`config.mk`:
```
export PLATFORM = sky130hd
export DESIGN_NAME = qam64_mapper
export DESIGN_NICKNAME = d
export VERILOG_FILES = /design/src/rtl/qam64_pkg.sv /design/src/rtl/qam64_level_lut.sv /design/src/rtl/qam64_mapper.sv
export SDC_FILE = /design/constraint.sdc
export NUM_CORES = 1
export LEC_CHECK = 0
export ABC_AREA = 1
export BUFFER_PORTS_ARGS = -buffer_cell sky130_fd_sc_hd__buf_2
export CAP_MARGIN = 20
export CORE_ASPECT_RATIO = 1.2
export CORE_MARGIN = 2
export CORE_UTILIZATION = 45
export DETAILED_ROUTE_END_ITERATION = 6
export GPL_TIMING_DRIVEN = 0
export PLACE_DENSITY = 0.73
export SLEW_MARGIN = 20
export SYNTH_ARGS = -nofsm -noshare
export SYNTH_HDL_FRONTEND = slang
export SYNTH_SLANG_ARGS = --single-unit
```
`constraint.sdc`:
```
create_clock -name clk -period 2.5 [get_ports clk]
set_input_delay 0.5 -clock clk [delete_from_list [all_inputs] [get_ports clk]]
set_output_delay 0.5 -clock clk [all_outputs]
set_load 0.02 [all_outputs]
```
`src/rtl/qam64_pkg.sv`:
```
// Shared 64-QAM definitions: widths, float32 level table, Gray-index to
// level function and the output beat payload. The demapper uses the same table.
package qam64_pkg;

  localparam int unsigned BYTE_W = 8;
  localparam int unsigned SYM_W  = 6;
  localparam int unsigned SAMP_W = 32;
  localparam int unsigned GRAY_W = 3;
  localparam int unsigned ACC_W  = 12;
  localparam int unsigned CNT_W  = 4;

  // IEEE-754 single-precision encodings of the eight amplitude levels
  localparam logic [SAMP_W-1:0] LVL_M7 = 32'hC0E0_0000;
  localparam logic [SAMP_W-1:0] LVL_M5 = 32'hC0A0_0000;
  localparam logic [SAMP_W-1:0] LVL_M3 = 32'hC040_0000;
  localparam logic [SAMP_W-1:0] LVL_M1 = 32'hBF80_0000;
  localparam logic [SAMP_W-1:0] LVL_P1 = 32'h3F80_0000;
  localparam logic [SAMP_W-1:0] LVL_P3 = 32'h4040_0000;
  localparam logic [SAMP_W-1:0] LVL_P5 = 32'h40A0_0000;
  localparam logic [SAMP_W-1:0] LVL_P7 = 32'h40E0_0000;

  // One output beat: raw symbol, I/Q levels and packet-end marker
  typedef struct packed {
    logic [SYM_W-1:0]  sym;
    logic [SAMP_W-1:0] i;
    logic [SAMP_W-1:0] q;
    logic              last;
  } beat_t;

  // Gray-coded 3-bit index to float32 level
  function automatic logic [SAMP_W-1:0] gray_level(input logic [GRAY_W-1:0] g);
    logic [SAMP_W-1:0] lvl;
    case (g)
      3'b000:  lvl = LVL_M7;
      3'b001:  lvl = LVL_M5;
      3'b011:  lvl = LVL_M3;
      3'b010:  lvl = LVL_M1;
      3'b110:  lvl = LVL_P1;
      3'b111:  lvl = LVL_P3;
      3'b101:  lvl = LVL_P5;
      default: lvl = LVL_P7;
    endcase
    return lvl;
  endfunction

endpackage

```
`src/rtl/qam64_level_lut.sv`:
```
// Combinational Gray-index to float32 level lookup.
//   gray    : 3-bit Gray-coded amplitude index
//   level_c : float32 amplitude level
module qam64_level_lut
  import qam64_pkg::*;
(
  input  logic [GRAY_W-1:0] gray,
  output logic [SAMP_W-1:0] level_c
);

  always_comb level_c = gray_level(gray);

endmodule

```
`src/rtl/qam64_mapper.sv`:
```
// Streaming 64-QAM mapper: packs bytes MSB-first into 6-bit symbols and
// maps each to a Gray-coded float32 I/Q pair.
//   clk, rst                 : clock, synchronous active-high reset
//   s_data/s_valid/s_last    : input byte stream, s_ready accepts
//   m_i/m_q/m_sym/m_last     : output beat, m_valid/m_ready handshake
module qam64_mapper
  import qam64_pkg::*;
(
  input  logic              clk,
  input  logic              rst,
  input  logic [BYTE_W-1:0] s_data,
  input  logic              s_valid,
  input  logic              s_last,
  output logic              s_ready,
  output logic [SAMP_W-1:0] m_i,
  output logic [SAMP_W-1:0] m_q,
  output logic [SYM_W-1:0]  m_sym,
  output logic              m_last,
  output logic              m_valid,
  input  logic              m_ready
);

  logic [ACC_W-1:0]  acc, acc_n;
  logic [CNT_W-1:0]  cnt, cnt_n;
  logic              last_pend, last_pend_n;
  beat_t             out_q, out_n;
  logic              out_valid, out_valid_n;
  logic [SAMP_W-1:0] lvl_i_c, lvl_q_c;
  logic              slot_free_c, accept_c, pad_c, emit_c;

  // Levels for the symbol currently at the top of the accumulator
  qam64_level_lut u_lut_i (
    .gray    (acc[ACC_W-SYM_W +: GRAY_W]),
    .level_c (lvl_i_c)
  );

  qam64_level_lut u_lut_q (
    .gray    (acc[ACC_W-GRAY_W +: GRAY_W]),
    .level_c (lvl_q_c)
  );

  // Handshake decisions; accept needs cnt < 6, emit needs cnt >= 6 or a pad
  always_comb begin
    slot_free_c = !out_valid || m_ready;
    s_ready     = !rst && !last_pend && (cnt < CNT_W'(SYM_W));
    accept_c    = s_valid && s_ready;
    pad_c       = last_pend && ((cnt == CNT_W'(2)) || (cnt == CNT_W'(4)));
    emit_c      = slot_free_c && ((cnt >= CNT_W'(SYM_W)) || pad_c);
  end

  // Next-state: accumulator, bit count, packet-end flag, output register
  always_comb begin
    acc_n       = acc;
    cnt_n       = cnt;
    last_pend_n = last_pend;
    out_n       = out_q;
    out_valid_n = out_valid;

    if (out_valid && m_ready) begin
      out_valid_n = 1'b0;
    end

    if (accept_c) begin
      // Bits below the valid region are kept zero, so OR-ing places the byte
      acc_n       = acc | (ACC_W'(s_data) << (CNT_W'(ACC_W - BYTE_W) - cnt));
      cnt_n       = cnt + CNT_W'(BYTE_W);
      last_pend_n = s_last;
    end else if (emit_c) begin
      out_n.sym = acc[ACC_W-1 -: SYM_W];
      out_n.i   = lvl_i_c;
      out_n.q   = lvl_q_c;
      if (pad_c) begin
        // Residual bits are already zero-padded below the valid region
        acc_n = '0;
        cnt_n = '0;
      end else begin
        acc_n = acc << SYM_W;
        cnt_n = cnt - CNT_W'(SYM_W);
      end
      out_n.last  = last_pend && (cnt_n == '0);
      if (out_n.last) begin
        last_pend_n = 1'b0;
      end
      out_valid_n = 1'b1;
    end
  end

  // State register
  always_ff @(posedge clk) begin
    if (rst) begin
      acc       <= '0;
      cnt       <= '0;
      last_pend <= 1'b0;
      out_q     <= '0;
      out_valid <= 1'b0;
    end else begin
      acc       <= acc_n;
      cnt       <= cnt_n;
      last_pend <= last_pend_n;
      out_q     <= out_n;
      out_valid <= out_valid_n;
    end
  end

  assign m_i     = out_q.i;
  assign m_q     = out_q.q;
  assign m_sym   = out_q.sym;
  assign m_last  = out_q.last;
  assign m_valid = out_valid;

endmodule

```
==> metrics.txt, run 1 <==
outcome completed; drt via density between 4 and 5; Post-CTS Repair Setup Buffers 0; total wire length around 5000 microns; commonest non-fill, non-tap cell in the layout nand2_1; synth unique cells 30; unrepaired setup endpoints after global routing false; vias in the first global route 1927; setup TNS after final layout 0 ns; Initial Util between 40% and 50%; clock slew at reported path FFs 0.07 ns; Filler Cells Inserted between 500 and 600; Critical Path RT 2.73 ns; Pwr Total approximately 2.2 mW; initial antenna violation count 0; Hold-fix buffers, CTS 0; EDFF count, synth 0; pwr/cell area 732 mW/mm^2; clock skew 0.00226 ns; DRC 0; Mapped Cells around 360; Static Leakage ~1.6 nW; Core Area 0.00526 sq mm; ANT cells 0; Synth area leaders dfxtp_1 31%, buf_4 16%, nand2_1 15%, nand3_1 7.2%, nor2_1 4.6%; die area between 0.005 and 0.006 sq mm; Setup Viol. Count Final 0; Routed Antenna Nets 0; row count 29; TritonRoute pass-1 iters 5; IO Pins 86; CP Max Fanout 11; Hold WS 0.438 ns; H-tree depth 2; Total Routing Usage GR 16.7%; Synth area leader dfxtp_1; crit path DAT ~2.3 ns; Remaining Overflow, GRT 0; Die Ht 84.4 microns; Avg Cell Area, Syn a little under 7 sq um; critical path class reg2reg; asr flop ratio synth 0%; type of destination of the critical path register; Fin. Hold Viols 0; Finished Layout Cells just over 500; fin crit share between 80 and 90%; worst hold path type in2reg; DP HPWL around 4000 microns; DR vias ~2200; register area approximately 740 sq um; CTS resizes 0; Seq cells post-synth 37; Worst Setup Start Kind register; fmax just under 0.5 GHz; final core occ a little under three fifths; Wirelength per Cell 9.70 microns; area of the multi-input gates 0.00127 sq mm; Root Buffer clkbuf_8; Worst-Skew Late Latency 0.29 ns; die width between 70 and 80 microns; fraction of layout instances using a drive strength above 1 a little under 30%; CTS Sinks 37; Slew Viols, Final 0; Nets between 400 and 500; largest net degree at the start of global routing 13; first-pass GRT wire length 8220 microns; DR iter-0 viols 87; share of the synthesized area in the top cell type 30.5%; Max rail drop VDD ~0.0003 V; Area Growth Syn to Fin 22.0%; fin crit period between 2 and 2.5 ns; Clock Path Buffers 2; highest-count cells in the layout ignoring fill and taps 99 x nand2_1, 52 x buf_4, 48 x buf_2; GP Congestion ~0.86; placed insts 504; # port buffers between 40 and 50; max-cap violations 0; TritonCTS clock tree yes; top_reg_cell synth dfxtp_1; CTS buffer count 5; synthesized area ~0.0024 sq mm; YS warnings 0; post-synthesis sequential area ratio a little under a third
[power by group]
group | internal [mW] | switching [mW] | total [mW]
clock network | 0.192 | 0.220 | 0.413
logic | 0.369 | 0.635 | 1.00
registers | 0.681 | 0.0675 | 0.749
total | 1.24 | 0.923 | 2.16
[flip-flops by register name, indices dropped and copies added (netlist names)]
| signal | count |
|---|---|
| acc | 12 |
| cnt | 4 |
| last_pend | 1 |
| m_i | 6 |
| m_last | 1 |
| m_q | 6 |
| m_sym | 6 |
| m_valid | 1 |
[final timing paths]
| kind | startpoint | to | slack (ns) | cells after the start |
|---|---|---|---|---|
| max | cnt[0]$_SDFFE_PP0P_ | acc[10]$_SDFFE_PP0P_ | 0.43 | 12 |
| min | rst | last_pend$_SDFFE_PP0P_ | 0.44 | 2 |
| max reg2reg | cnt[0]$_SDFFE_PP0P_ | acc[10]$_SDFFE_PP0P_ | 0.43 | 12 |
| min reg2reg | m_sym[1]$_SDFFE_PP0P_ | m_sym[1]$_SDFFE_PP0P_ | 0.44 | 2 |
[per-layer routing]
layer | GRT usage, % | wire (microns)
met1 | 19.4 | 2180
met2 | 29.8 | 2410
met5 | 0 | 0
met3 | 3.48 | 325
met4 | 6.35 | 55
[synthesized netlist by cell type (all sizes together) (2+ instances only)]
cell type	instances
clkbuf	2
a21oi	19
inv	28
o31ai	2
nand3	37
ha	4
xnor2	2
nand2	104
nor2	34
o21ai	19
dfxtp	37
nand4	3
buf	60
clkinv	2
[through the flow]
step           cell area [sq um]  setup WS [ns]
6_report                    2960          0.433
3_3_place_gp                2870          0.464
4_1_cts                     2960          0.434
5_1_grt                     2960          0.248
3_5_place_dp                2870          0.463
2_1_floorplan               2580          0.757
[final cells by class]
type,count,share of cell area (%)
plain buffers,62,15.4
clock inverters,3,0.592
clock buffers,5,2.33
well taps,62,2.62
repair buffers,43,7.28
multi-input cells,270,42.8
inverters,30,3.89
flip-flops and latches,37,25.0
[logic make-up (layout without fill, tap and decap cells)]
logic type | after synthesis | count (layout) | synth area share [%]
compound gates | 43 | 43 | 9.80
xor+xnor | 2 | 2 | 1.03
fa+ha+maj | 4 | 4 | 2.06
buf+inv | 92 | 143 | 23.6
flops | 37 | 37 | 30.5
other cells | 1 | 42 | 0.155
simple gates | 179 | 179 | 32.8
[worst max-delay path: stages, from the launching register on]
cell and delay [ns]:
dfxtp_1 0.33, inv_1 0.05, buf_2 0.18, ha_1 0.29, buf_2 0.19, clkinv_1 0.24
nand3_1 0.19, nand3_1 0.13, nor2_1 0.15, nor2_1 0.05, nor2_1 0.09, nor2_1 0.05
nor2_1 0.07
Power figures use the tool's default switching activity.
==> inputs of run 2 (changes only) <==
--- a/config.mk
+++ b/config.mk
@@ -5,7 +5,7 @@
 export SDC_FILE = /design/constraint.sdc
 export NUM_CORES = 1
 export LEC_CHECK = 0
-export ABC_AREA = 1
+export ABC_AREA = 0
 export BUFFER_PORTS_ARGS = -buffer_cell sky130_fd_sc_hd__buf_2
 export CAP_MARGIN = 20
 export CORE_ASPECT_RATIO = 1.2
==> constraint.sdc (replaced) <==
create_clock -name clk -period 2.1 [get_ports clk]
set_input_delay 0.42 -clock clk [delete_from_list [all_inputs] [get_ports clk]]
set_output_delay 0.42 -clock clk [all_outputs]
set_load 0.02 [all_outputs]
==> metrics.txt, run 2 <==
Area Growth Syn to Fin 31.0%; first-pass GRT wire length just over 9000 microns; Worst R2R Setup Slack between 0.1 and 0.15 ns; Nets between 300 and 400; DR vias ~2100; row count 29; setup ws final about 0.11 ns; vias in the first global route roughly 1900; Wirelength per Cell ~13 microns; ANT cells 0; CTS buffer count 5; drt via density between 4 and 5; Fin. Hold Viols 0; Least-Margin Pin Slew 0.588 ns; largest net degree at the start of global routing 12; share of the synthesized area in the top cell type 30.3%; Slowest cell on crit path dfxtp_4; Largest register FFs 12; max-cap violations 0; Initial Util around 46%; Critical Path RT 2.25 ns; Static Leakage about 1.5 nW; pwr/cell area between 500 and 600 mW/mm^2; Worst Setup Start Kind register; IO Pins 86; Setup Viol. Count Final 0; TritonCTS clock tree yes; top_reg_cell synth dfxtp_1; unrepaired setup endpoints after global routing true; placed insts 425; dpl cell area approximately 0.0029 sq mm; top-count cell post-synth buf_4; Filler Cells Inserted about 470; crit path DAT 2.14 ns; Mapped Cells approximately 280; Place WS -0.352 ns; clock skew ~0.0075 ns; Core Area about 0.0053 sq mm; synth unique cells 58; Avg Cell Area, Syn between 8 and 9 sq um; slew margin rel. about three fifths; H-tree depth 2; Remaining Overflow, GRT 0; Die Ht 84.7 microns; outcome completed; DP HPWL approximately 4200 microns; critical path class reg2reg; final instance area 0.00320 sq mm; fraction of layout instances using a drive strength above 1 approximately two fifths; Synth area leaders dfxtp_1 30%, buf_4 17%, nand2_1 4.8%, a21oi_1 4.5%, mux2i_1 2.5%; CTS Sinks 37; Hold WS 0.372 ns; fin crit period between 1.5 and 2 ns; Finished Layout Cells roughly 440; Post-synth top cells 54 x buf_4, 37 x dfxtp_1, 31 x nand2_1, 22 x a21oi_1, 11 x nor2_1; commonest non-fill, non-tap cell in the layout buf_4; CP max stage delay around 0.37 ns; Routed Antenna Nets 0; CP top delay family multiplexers; post-synthesis sequential area ratio about 30%; Seq cells post-synth 37; Max rail drop VDD 0.000303 V; initial antenna violation count 0; synthesized area about 0.0024 sq mm; die width 71.3 microns; setup TNS after final layout 0 ns; EDFF count, synth 0; Worst-Skew Late Latency 0.28 ns; fmax just over 0.5 GHz; type of destination of the critical path register; die area approximately 0.0060 sq mm; CP Max Fanout 4; YS warnings 0; fin crit share 94.6%; GP Congestion ~0.90; DRC 0; Total Routing Usage GR 18.8%; Clock Path Buffers 2; Buf+Inv Stages, Crit Path 2; cell chain of the critical path clkinvlp_4 -> ha_4 -> buf_6 -> mux2_4 -> mux2i_4 -> nor3_2 -> o31ai_1 -> a31oi_1; TritonRoute pass-1 iters 4; DR iter-0 viols 77; # port buffers between 40 and 50; worst hold path type in2reg; clock slew at reported path FFs 0.07 ns; Hold-fix buffers, CTS 0; Synth area leader dfxtp_1; Root Buffer clkbuf_8; Reg with most FFs acc; total wire length 5710 microns; asr flop ratio synth 0%; Slew Viols, Final 0; highest-count cells in the layout ignoring fill and taps 64 x buf_4, 44 x buf_2, 42 x conb_1
run 2: area by class of cell:
type,count,area (sq um),share of cell area [%]
inverter,4,18.8,0.586
clock buffer,6,72.6,2.27
clock inverter,2,10.0,0.313
multi-input combinational,214,1450,45.4
tap,62,77.6,2.42
timing repair buffer,56,317,9.89
sequential,37,748,23.4
buffer,63,503,15.7
run 2: path summary, 6_finish.rpt:
| kind | from | endpoint | cells past startpoint |
|---|---|---|---|
| worst min register to register | m_q[31]$_SDFFE_PP0P_ | m_q[31]$_SDFFE_PP0P_ | 2 |
| worst min-delay path | s_last | last_pend$_SDFFE_PP0P_ | 3 |
| worst max-delay path | cnt[0]$_SDFFE_PP0P_ | acc[8]$_SDFFE_PP0P_ | 8 |
| worst max register to register | cnt[0]$_SDFFE_PP0P_ | acc[8]$_SDFFE_PP0P_ | 8 |
run 2: cells by family (layout without fill, tap and decap cells):
group | count (synthesis) | after routing | synth area share, %
multiplexers | 13 | 13 | 6.61
XOR/XNOR | 5 | 5 | 1.79
AO/OA/AOI/OAI | 68 | 68 | 19.7
buffers and inverters | 69 | 131 | 21.1
other | 1 | 42 | 0.153
adder cells (fa/ha/maj) | 4 | 4 | 2.05
AND/OR/NAND/NOR | 82 | 82 | 18.3
flip-flops | 37 | 37 | 30.3
run 2: metrics by stage:
step | power [mW] | utilization [%]
after floorplan | 1.22 | -
after global placement | 1.34 | 55.2
after detailed placement | 1.34 | 55.2
after CTS | 1.83 | 59.4
after global routing | 1.97 | 60.8
final | 1.87 | 60.8
run 2: per-layer routing:
| metal | track usage (%) | wire length, microns | vias to the layer above |
|---|---|---|---|
| li1 | - | - | 1095 |
| met1 | 23.6 | 2470 | 992 |
| met2 | 33.5 | 2970 | 54 |
| met3 | 2.28 | 226 | 6 |
| met4 | 4.80 | 52 | 0 |
| met5 | 0 | 0 | - |
run 2: where the power goes:
part	leakage [nW]	total, mW	internal, mW	switching [mW]
clock	0.0450	0.469	0.230	0.239
sequential	0.302	0.790	0.747	0.0424
combinational	1.16	0.614	0.267	0.347
run 2: timing repair:
item,CTS,global route
pin swaps,5,8
endpoints found under the setup margin,36,30
gates resized for setup,19,16
setup buffers,9,4
hold endpoints to repair,0,0
run 2: worst register-to-register path, delay by kind of cell, from the launching register on:
| family | cells | cell delay (ns) |
|---|---|---|
| buffers and inverters | 2 | 0.25 |
| DFF | 1 | 0.37 |
| muxes | 2 | 0.49 |
| AOI/OAI and AO/OA | 2 | 0.35 |
| adders and majority gates | 1 | 0.33 |
| and+or+nand+nor | 1 | 0.07 |
